## config.mk

```make
export PLATFORM = sky130hd
export DESIGN_NAME = muldiv_seq
export DESIGN_NICKNAME = d
export VERILOG_FILES = /design/src/rtl/muldiv_pkg.sv /design/src/rtl/muldiv_div_step.sv /design/src/rtl/muldiv_seq.sv
export SDC_FILE = /design/constraint.sdc
export NUM_CORES = 1
export LEC_CHECK = 0
export ABC_CLOCK_PERIOD_IN_PS = 7350
export BUFFER_PORTS_ARGS = -buffer_cell sky130_fd_sc_hd__buf_2
export CAP_MARGIN = 10
export CORE_UTILIZATION = 58
export DETAILED_ROUTE_END_ITERATION = 10
export GPL_TIMING_DRIVEN = 0
export PLACE_DENSITY = 0.86
export SLEW_MARGIN = 20
export SYNTH_ARGS = -nofsm -noshare
export SYNTH_HDL_FRONTEND = slang
export SYNTH_HIERARCHICAL = 1
export SYNTH_SLANG_ARGS = --single-unit
```

## constraint.sdc

```tcl
create_clock -name clk -period 7.35 [get_ports clk]
set_input_delay 0.735 -clock clk [delete_from_list [all_inputs] [get_ports clk]]
set_output_delay 0.735 -clock clk [all_outputs]
set_load 0.05 [all_outputs]
```

## src/rtl/muldiv_pkg.sv

```systemverilog
// Shared definitions for the iterative multiply/divide sequencer:
// operation encodings, sequencer states and the ALU opcodes it issues.
package muldiv_pkg;

    localparam logic [1:0] OP_MUL  = 2'b00;
    localparam logic [1:0] OP_DIVU = 2'b01;
    localparam logic [1:0] OP_REMU = 2'b10;
    localparam logic [1:0] OP_RSVD = 2'b11;

    typedef enum logic [1:0] {
        ST_IDLE = 2'b00,
        ST_RUN  = 2'b01,
        ST_DONE = 2'b10
    } state_t;

    localparam logic [2:0] ALU_ADD = 3'b000;
    localparam logic [2:0] ALU_SUB = 3'b001;

endpackage

```

## src/rtl/muldiv_div_step.sv

```systemverilog
// One restoring-division iteration. Shifts {rem, q} left by one, then
// decides from the external ALU's subtract result whether the shifted
// remainder is at least the divisor. The 33rd bit (c) shifted out of rem
// forces a subtract, since the true remainder then exceeds any 32-bit b.
module muldiv_div_step
    import muldiv_pkg::*;
(
    input  logic [31:0] rem,
    input  logic [31:0] q,
    input  logic [31:0] b,
    input  logic [31:0] alu_out,
    input  logic        alu_negative,
    output logic [31:0] s,
    output logic [31:0] rem_nxt,
    output logic [31:0] q_nxt
);

    logic c;
    logic borrow;
    logic sel;

    // Shift, derive unsigned borrow of s - b from signs, select the next rem/q.
    always_comb begin
        c       = rem[31];
        s       = {rem[30:0], q[31]};
        borrow  = (~s[31] & b[31]) | (~(s[31] ^ b[31]) & alu_negative);
        sel     = c | ~borrow;
        rem_nxt = sel ? alu_out : s;
        q_nxt   = {q[30:0], sel};
    end

endmodule

```

## src/rtl/muldiv_seq.sv

```systemverilog
// Iterative MUL / DIVU / REMU sequencer driving the shared execute-stage ALU.
// Divide support is built only when MULDIV_DIV_EN is defined; otherwise
// DIVU/REMU behave like the reserved op (result 0, same latency).
//
// Handshake: start is sampled only while idle (busy=0); the request is then
// owned by the sequencer, busy stays high for 33 cycles, done pulses for one
// cycle together with the new result, and result holds until the next
// accepted operation completes. start while busy is ignored.
module muldiv_seq
    import muldiv_pkg::*;
(
    input  logic        clk,
    input  logic        rst_n,
    input  logic        start,
    input  logic [1:0]  op,
    input  logic [31:0] a,
    input  logic [31:0] b,
    output logic        busy,
    output logic        done,
    output logic [31:0] result,
    output logic [2:0]  alu_opcode,
    output logic [31:0] alu_in_0,
    output logic [31:0] alu_in_1,
    input  logic [31:0] alu_out,
    input  logic        alu_negative
);

    state_t      state;
    logic [4:0]  cnt;
    logic [1:0]  op_q;
    logic [31:0] a_q;
    logic [31:0] b_q;
    logic [31:0] acc;
    logic [31:0] acc_nxt;
    logic [31:0] final_res;

`ifdef MULDIV_DIV_EN
    logic [31:0] q;
    logic [31:0] rem;
    logic [31:0] div_s;
    logic [31:0] q_nxt;
    logic [31:0] rem_nxt;

    muldiv_div_step u_div_step (
        .rem          (rem),
        .q            (q),
        .b            (b_q),
        .alu_out      (alu_out),
        .alu_negative (alu_negative),
        .s            (div_s),
        .rem_nxt      (rem_nxt),
        .q_nxt        (q_nxt)
    );
`else
    logic unused_alu_negative;
    assign unused_alu_negative = alu_negative;
`endif

    // ALU operand/opcode selection for the current iteration; idle ALU otherwise.
    always_comb begin
        alu_opcode = ALU_ADD;
        alu_in_0   = '0;
        alu_in_1   = '0;
        acc_nxt    = acc;
        if (state == ST_RUN && op_q == OP_MUL) begin
            alu_in_0 = acc;
            alu_in_1 = a_q << cnt;
            if (b_q[cnt]) acc_nxt = alu_out;
        end
`ifdef MULDIV_DIV_EN
        else if (state == ST_RUN && (op_q == OP_DIVU || op_q == OP_REMU)) begin
            alu_opcode = ALU_SUB;
            alu_in_0   = div_s;
            alu_in_1   = b_q;
        end
`endif
    end

    // Result picked from the post-iteration values of the last RUN cycle.
    always_comb begin
        final_res = '0;
        case (op_q)
            OP_MUL:  final_res = acc_nxt;
`ifdef MULDIV_DIV_EN
            OP_DIVU: final_res = q_nxt;
            OP_REMU: final_res = rem_nxt;
`endif
            default: final_res = '0;
        endcase
    end

    // Sequencer FSM: latch operands, iterate 32 times, publish result.
    always_ff @(posedge clk or negedge rst_n) begin
        if (!rst_n) begin
            state  <= ST_IDLE;
            cnt    <= '0;
            op_q   <= OP_MUL;
            a_q    <= '0;
            b_q    <= '0;
            acc    <= '0;
            busy   <= 1'b0;
            done   <= 1'b0;
            result <= '0;
`ifdef MULDIV_DIV_EN
            q      <= '0;
            rem    <= '0;
`endif
        end else begin
            done <= 1'b0;
            case (state)
                ST_IDLE: begin
                    if (start) begin
                        op_q  <= op;
                        a_q   <= a;
                        b_q   <= b;
                        acc   <= '0;
                        cnt   <= '0;
                        busy  <= 1'b1;
                        state <= ST_RUN;
`ifdef MULDIV_DIV_EN
                        q     <= a;
                        rem   <= '0;
`endif
                    end
                end
                ST_RUN: begin
                    acc <= acc_nxt;
`ifdef MULDIV_DIV_EN
                    q   <= q_nxt;
                    rem <= rem_nxt;
`endif
                    cnt <= cnt + 5'd1;
                    if (cnt == 5'd31) begin
                        state  <= ST_DONE;
                        done   <= 1'b1;
                        result <= final_res;
                    end
                end
                ST_DONE: begin
                    busy  <= 1'b0;
                    state <= ST_IDLE;
                end
                default: begin
                    busy  <= 1'b0;
                    state <= ST_IDLE;
                end
            endcase
        end
    end

endmodule

```

; ---- Word-level counts from Yosys, hierarchy flattened
; Index checks and enable logic that the tools add are counted.
[word_totals]
register_bits = 139
elab_cells = 44
output_inout_bits = 101
[classes]
n_addsub = 1
n_reduce_logical = 9
order_cmp = 1
n_bitwise = 1
muxes = 18
n_shift = 1
n_eq_ne = 4
[ops]
columns = op, n
row1 = two-way mux 32 bit, 6
row2 = case mux 32 bit (2 select lines), 1
row3 = << shifter 32 x 5 -> 32 bit, 1
row4 = case mux 5 bit (2 select lines), 1
row5 = AND reduction 2 bit, 5
row6 = "less-than comparator 5 x 6 -> 1 bit, second input constant", 1
row7 = "adder 5 x 1 -> 5 bit, second input constant", 1
row8 = binary-select mux 1 bit (select 5 bit), 1
row9 = "equality test 5 bit, second input constant", 1
row10 = two-way mux 5 bit, 1
row11 = zero test 2 bit, 2
row12 = two-way mux 1 bit, 4
row13 = two-way mux 2 bit, 2
row14 = case mux 2 bit (2 select lines), 1
row15 = "equality test 2 x 1 -> 1 bit, second input constant", 1
row16 = "inequality test 2 x 1 -> 1 bit, second input constant", 1
row17 = "inequality test 2 bit, second input constant", 1
row18 = case mux 1 bit (2 select lines), 1
row19 = nonzero test 2 bit, 1
row20 = logical AND 1 bit, 1
row21 = inverter 1 bit, 1

; ---- Logic depth before layout (Yosys ltp)
; Gate-level depths: netlist of the first run.
[logic_depth]
ltp_word = 5
ltp_mapped = 11
mapped_depth_nobuf = 8

; ---- Worst setup path after synthesis of the first run
; OpenSTA, ideal clock, no wires.
[synth_timing]
path_kind = register to output
startpoint = register cnt[1]
endpoint = output alu_in_1[13]
n_path_buf = 3
stages_incl_launch_ff = 8
t_required_ns = 6.615
t_arrival_ns = 2.776
slack_ns = 3.839
path_cell_list = dfrtp_1 -> buf_2 -> buf_2 -> clkbuf_1 -> mux4_2 -> mux2i_1 -> and2_1 -> a211oi_1
[synth_via]
elab_chain_len = 2
[synth_lines]
columns = element, line
row1 = from (decl), muldiv_seq.sv:29  ; logic [4:0] cnt;
row2 = from (signal assigned), muldiv_seq.sv:132  ; cnt <= cnt + 5'd1;
row3 = << shifter 32 x 5 -> 32 bit, muldiv_seq.sv:67  ; alu_in_1 = a_q << cnt;
row4 = two-way mux 32 bit, muldiv_seq.sv:65  ; if (state == ST_RUN && op_q == OP_MUL) begin
row5 = to (decl), muldiv_seq.sv:23  ; output logic [31:0] alu_in_1,
; No other way between the ends.

; ---- Worst setup path in the final report of the first run
[layout_timing]
startpoint = register cnt[1]
endpoint = output alu_in_1[31]
; The elaborated chain is that of the path after synthesis.

==> results of run 1 <==
## metal layers
layer / up-vias / track usage, % / wire length (um)
met5: - / 0 / 0
met4: 0 / 12.0 / 579
met3: 61 / 8.83 / 1970
met2: 395 / 52.9 / 10800
met1: 3319 / 40.5 / 8470
li1: 2965 / - / -
## state kept, by name, indices dropped and copies added, names as in the netlist
register and cells:
a_q 32, acc 32, b_q 32, result 32, cnt 5, op_q 2
state 2, busy 1, done 1
## worst max path at each step
stage / start / to / slack (ns) / depth (start not counted)
floorplan: cnt[1] / alu_in_1[13] / 3.84 / 7
global placement: cnt[3] / result[4] / 3.29 / 11
detailed placement: cnt[3] / result[21] / 3.22 / 11
CTS: cnt[3] / result[15] / 3.07 / 11
global route: cnt[3] / result[20] / 3.13 / 11
finish: cnt[1] / alu_in_1[31] / 3.39 / 9
## cell type report
class / instances / share of cell area [%]
antenna: 1 / 0.0257
buffer: 65 / 3.25
clock buffer: 18 / 4.41
clock inverter: 14 / 1.50
inverter: 7 / 0.270
multi-input combinational: 462 / 42.0
sequential: 139 / 35.7
tap: 176 / 2.26
timing repair buffer: 199 / 10.6
## synthesized netlist by cell type (5+ instances only)
master      n
a211oi_1    8
a311o_1    31
a32o_1     32
and2_1     73
buf_1      11
buf_2      10
buf_4       6
buf_6       5
clkbuf_1   33
dfrtp_1   139
mux2_2     75
mux2i_1    21
mux4_2     41
nand2_1    59
nor2_1     23
nor3_1     36
o21a_1      8
o21ai_1     5
o22ai_1     7
## metrics by stage
stage	instances	instance area [um^2]
final	1081	9740
after global routing	1080	9730
after CTS	1080	9730
after detailed placement	1048	9150
after global placement	1047	9110
after floorplan	673	7900
## power by group through the flow
stage               Combinational (uW)  Clock, uW  Sequential, uW
finish                            3010        846            1300
global route                      3170        886            1340
CTS                               2980        851            1300
detailed placement                2960          0            1300
global placement                  2910          0            1290
floorplan                         2300          0            1240
## critical path: cells and delay by family (launching register included)
| family | cells | cell delay [ns] |
|---|---|---|
| AO/OA/AOI/OAI | 1 | 0.11 |
| AND/OR/NAND/NOR | 1 | 0.03 |
| multiplexers | 3 | 1.05 |
| buffers and inverters | 4 | 1.25 |
| flip-flops | 1 | 0.34 |
## cell families after synthesis
group,Yosys count,synth area share (%)
flops,139,44.1
fa+ha+maj,2,0.317
mux,138,25.2
buf+inv,72,4.34
simple gates,207,13.3
other cells,1,0.0475
compound gates,112,12.7
==> impl_metrics.py, run 1 <==
metrics = {
    "die": {
        "die_height_um": 119,
        "die_width_um": 119,
        "core_um2": 13200,
        "start_util_pct": 59.6,
        "fp.dieArea_um2": 14100,
        "row_count": 42,
        "num_io_pins": 203,
    },
    "routing": {
        "drt_iter0_drc": 594,
        "routed_wl_mm": 21.8,
        "via_count": 6740,
        "drc": 0,
        "ant_nets": 0,
        "wl_per_cell_um": 20.2,
        "viasPerCell": 6.23,
        "drt-pass1-iter-count": 9,
    },
    "power_and_ir_drop": {
        "peakVddDrop_v": 0.000536,
        "intPower_uw": 2790,
        "p_clk_share_pct": 16.4,
        "p_sw_share_pct": 45.9,
        "combPwrFrac_pct": 58.3,
        "p_leak_uw": 0.00457,
        "net-switching-power_uw": 2370,
        "seq_power_share_pct": 25.3,
        "p_total_uw": 5160,
        "cellPowerDensity_nw_per_um2": 530,
    },
    "setup_path": {
        "r2r-start": "cnt[3]",
        "r2r_slack_ns": 3.39,
        "crit_required_ns": 6.61,
        "rr_worst_depth": 11,
        "crit_fanout": 10,
        "path_cells": "buf_2 -> buf_2 -> clkbuf_1 -> mux4_2 -> mux2i_1 -> mux2_2 -> o21a_1 -> nor2_1 -> buf_2",
        "rr_endpoint": "result[15]",
        "cp-end-kind": "primary output",
        "critPathKind": "flop to primary output",
        "crit_path_top_delay_cell": "clkbuf_1",
        "startpoint_type": "flop",
        "max_stage_delay_ns": 0.49,
        "crit_arrival_ns": 3.23,
        "worst_path_most_repeated_cell": "buf_2",
    },
    "sta": {
        "finalMaxSlewViolations": 0,
        "rsz0062_at_grt": "no",
        "setup_tns_ns": 0,
        "setup_slack_ns": 3.39,
        "skew_ns": 0.00871,
        "period_needed_ns": 3.96,
        "slew_headroom_pct": 50.8,
        "hold_viol_final": 0,
        "timing.fmax_mhz": 252,
        "tightest_slew_ns": 0.739,
        "finalHoldWorstSlack_ns": 0.192,
        "setup_viol": 0,
        "period_share_pct": 53.9,
    },
    "global_route": {
        "globalRouteTotalUtil_pct": 32.1,
        "antenna_found_initial": 1,
        "grt_pass1_vias": 6601,
        "grt_max_degree": 96,
        "overflow": 0,
        "grt_pass1_wl_mm": 34.5,
    },
    "hold_path": {
        "hp-class": "input port to async pin",
    },
    "yosys": {
        "syn-cell-area_um2": 7900,
        "synth_top_cell_by_area": "dfrtp_1",
        "ys.flop_type": "dfrtp_1",
        "syn_inst": 671,
        "avgSynthCellArea_um2": 11.8,
        "synth_edf_count": 0,
        "synth-warning-count": 6,
        "ys_ff_latch": 139,
        "synth.top_cell.area_share_pct": 44.1,
        "synthArstFlopShare_pct": 100,
        "synthDistinctLibCells": 46,
        "synth_area_leaders": "dfrtp_1 44%, mux4_2 12%, mux2_2 11%, and2_1 5.8%, a32o_1 4.1%",
        "synth_seq_area_share_pct": 44.1,
    },
    "clock_tree": {
        "clock-sinks": 139,
        "ctsResizeCount": 0,
        "cts.reportedPaths.clkPinSlew_ns": 0.06,
        "insertion_delay_ns": 0.43,
        "htreeDepth": 4,
        "clockRootBuffer": "clkbuf_16",
        "cts_buffer_depth": 2,
        "postCtsSetupBuffers": 0,
        "cts_tree": "done",
        "ctsHoldBuffers": 0,
        "cts_buffers": 17,
    },
    "final_layout": {
        "layout.nets": 995,
        "seq_area_um2": 3480,
        "multi_input_area_um2": 4090,
        "final_cell_mix": "207 x buf_2, 139 x dfrtp_1, 75 x mux2_2",
        "final_common_cell": "buf_2",
        "n_fill_cell": 958,
        "drive_above_1_share_pct": 41.5,
        "area_growth_pct": 23.3,
        "finalCoreUtilization_pct": 73.5,
    },
    "run_status": {
        "status": "finished, final reports clean",
    },
    "placed_design": {
        "globalplace.congestion": 1.00,
        "dp_hpwl_mm": 15.7,
        "dp_worst_setup_slack_ns": 3.22,
        "portBuffers": 198,
    },
    "run": {
        "drv_cap": 0,
    },
}
Note: power is estimated with default switching activity, not from simulation.
==> run 2: changes to the inputs <==
--- a/config.mk
+++ b/config.mk
@@ -5,13 +5,13 @@
 export SDC_FILE = /design/constraint.sdc
 export NUM_CORES = 1
 export LEC_CHECK = 0
-export ABC_CLOCK_PERIOD_IN_PS = 7350
+export ABC_CLOCK_PERIOD_IN_PS = 4150
 export BUFFER_PORTS_ARGS = -buffer_cell sky130_fd_sc_hd__buf_2
 export CAP_MARGIN = 10
-export CORE_UTILIZATION = 58
+export CORE_UTILIZATION = 54
 export DETAILED_ROUTE_END_ITERATION = 10
 export GPL_TIMING_DRIVEN = 0
-export PLACE_DENSITY = 0.86
+export PLACE_DENSITY = 0.81
 export SLEW_MARGIN = 20
 export SYNTH_ARGS = -nofsm -noshare
 export SYNTH_HDL_FRONTEND = slang
==> constraint.sdc (replaced) <==
create_clock -name clk -period 4.15 [get_ports clk]
set_input_delay 0.415 -clock clk [delete_from_list [all_inputs] [get_ports clk]]
set_output_delay 0.415 -clock clk [all_outputs]
set_load 0.05 [all_outputs]
==> run 2 against run 1 <==
Compared with the run above: combinational power increased by 77%; register-to-register slack got worse by 3.0 ns; global-route usage decreased by 1.4 points; critical path depth unchanged; via count decreased by 0.27%; non-clock buffer count increased by 1; first-iteration DRC count decreased by 0.34%; design area about the same; wire length increased by 0.91%; highest routed layer unchanged.
==> impl_metrics.py, run 2 (synthesis results as in run 1) <==
metrics = {
    "final_layout": {
        "final_cell_mix": "207 x buf_2, 139 x dfrtp_1, 75 x mux2_2",
        "final_common_cell": "buf_2",
        "finalCoreUtilization_pct": 69.0,
        "final_cells": 1088,
        "n_fill_cell": 1094,
        "drive_above_1_share_pct": 41.4,
        "area_growth_pct": 23.2,
        "layout.nets": 996,
    },
    "sta": {
        "hold_viol_final": 0,
        "finalMaxSlewViolations": 0,
        "slew_headroom_pct": 52.5,
        "setup_tns_ns": 0,
        "setup_viol": 0,
        "timing.fmax_mhz": 265,
        "period_needed_ns": 3.77,
        "period_share_pct": 90.8,
        "tightest_slew_ns": 0.713,
        "skew_ns": 0.0111,
        "rsz0062_at_grt": "no",
        "finalHoldWorstSlack_ns": 0.219,
    },
    "setup_path": {
        "startpoint_type": "flop",
        "critPathKind": "flop to primary output",
        "crit_required_ns": 3.73,
        "cp-end-kind": "primary output",
        "crit_arrival_ns": 3.35,
        "crit_fanout": 10,
    },
    "global_route": {
        "overflow": 0,
        "grt_pass1_wl_mm": 34.8,
        "antenna_found_initial": 2,
        "grt_pass1_vias": 6714,
        "globalRouteTotalUtil_pct": 30.7,
        "grt_max_degree": 72,
    },
    "clock_tree": {
        "cts_buffers": 17,
        "htreeDepth": 4,
        "clockRootBuffer": "clkbuf_16",
        "cts_buffer_depth": 2,
        "clock-sinks": 139,
        "insertion_delay_ns": 0.42,
        "cts.reportedPaths.clkPinSlew_ns": 0.06,
        "cts_tree": "done",
    },
    "routing": {
        "routed_wl_mm": 22.0,
        "drt_iter0_drc": 592,
        "ant_nets": 0,
        "wl_met3_mm": 1.76,
        "drc": 0,
        "wl_per_cell_um": 20.2,
        "drt-pass1-iter-count": 5,
        "via_count": 6722,
        "viasPerCell": 6.18,
        "routed.top_layer": "met4",
        "met2WireLength_mm": 10.7,
        "wl_met1_mm": 8.91,
    },
    "power_and_ir_drop": {
        "combPwrFrac_pct": 59.0,
        "peakVddDrop_v": 0.000687,
        "intPower_uw": 4880,
        "p_clk_share_pct": 15.5,
        "p_leak_uw": 0.00457,
        "p_sw_share_pct": 46.0,
        "cellPowerDensity_nw_per_um2": 930,
        "seq_power_share_pct": 25.5,
        "net-switching-power_uw": 4170,
    },
    "hold_path": {
        "hp-class": "input port to flop",
    },
    "run_status": {
        "status": "finished, final reports clean",
    },
    "die": {
        "die_width_um": 123,
        "core_um2": 14100,
        "die_height_um": 123,
        "start_util_pct": 56.0,
        "fp.dieArea_um2": 15100,
        "row_count": 43,
        "num_io_pins": 203,
    },
    "run": {
        "drv_cap": 0,
    },
    "placed_design": {
        "portBuffers": 198,
        "dpl.cell_count": 1052,
        "globalplace.congestion": 0.953,
        "dp_hpwl_mm": 16.0,
    },
}
## run 2: worst paths after layout
| path | start | end | slack [ns] | cells past startpoint |
|---|---|---|---|---|
| max in group asynchronous | rst_n | a_q[28] | 2.91 | 3 |
| min | b[26] | b_q[26] | 0.22 | 2 |
| max | cnt[1] | alu_in_1[31] | 0.38 | 9 |
| max reg2reg | cnt[3] | result[3] | 0.40 | 11 |
| min reg2reg | busy | busy | 0.50 | 2 |
| min in group asynchronous | rst_n | result[3] | 0.52 | 2 |
## run 2: metrics by stage
stage          area, um^2  setup WS [ns]  power [uW]
2_1_floorplan        7900          0.959        6270
3_3_place_gp         9120         0.0759        7480
3_5_place_dp         9160         0.0150        7570
4_1_cts              9720          0.314        9020
5_1_grt              9720         0.0970        9530
6_report             9730          0.381        9050
## run 2: timing repair
action | CTS | global route
hold buffers | 1 | 0
setup endpoints to repair | 2 | 5
hold endpoints to repair | 68 | 0
gates resized for setup | 1 | 1
buffers inserted | 0 | 0
## run 2: worst max-delay path, stage by stage (launching register included)
cell      delay [ns]
dfrtp_1         0.35
buf_2           0.27
buf_2           0.34
clkbuf_1        0.53
mux4_2          0.43
mux2i_1         0.33
mux2_2          0.28
o21a_1          0.12
nor2_1          0.04
buf_2           0.21
## run 2: routing by layer
layer  track usage, %  vias to the layer above
met5                0                        -
met4             11.6                        0
met3             8.49                       58
met2             50.4                      331
met1             38.8                     3354
li1                 -                     2979
## run 2: power groups by stage
stage / logic [uW] / registers, uW / clock network, uW
floorplan: 4070 / 2200 / 0
global placement: 5200 / 2270 / 0
detailed placement: 5260 / 2310 / 0
CTS: 5310 / 2300 / 1420
global route: 5670 / 2390 / 1480
finish: 5340 / 2310 / 1400
## run 2: area by class of cell
| class | count | area [um^2] | share of cell area, % |
|---|---|---|---|
| antenna | 3 | 7.51 | 0.0772 |
| buffer | 65 | 317 | 3.25 |
| clock buffer | 19 | 443 | 4.55 |
| clock inverter | 13 | 101 | 1.04 |
| inverter | 7 | 26.3 | 0.270 |
| multi-input combinational | 462 | 4090 | 42.1 |
| sequential | 139 | 3480 | 35.7 |
| tap | 180 | 225 | 2.31 |
| timing repair buffer | 200 | 1040 | 10.7 |
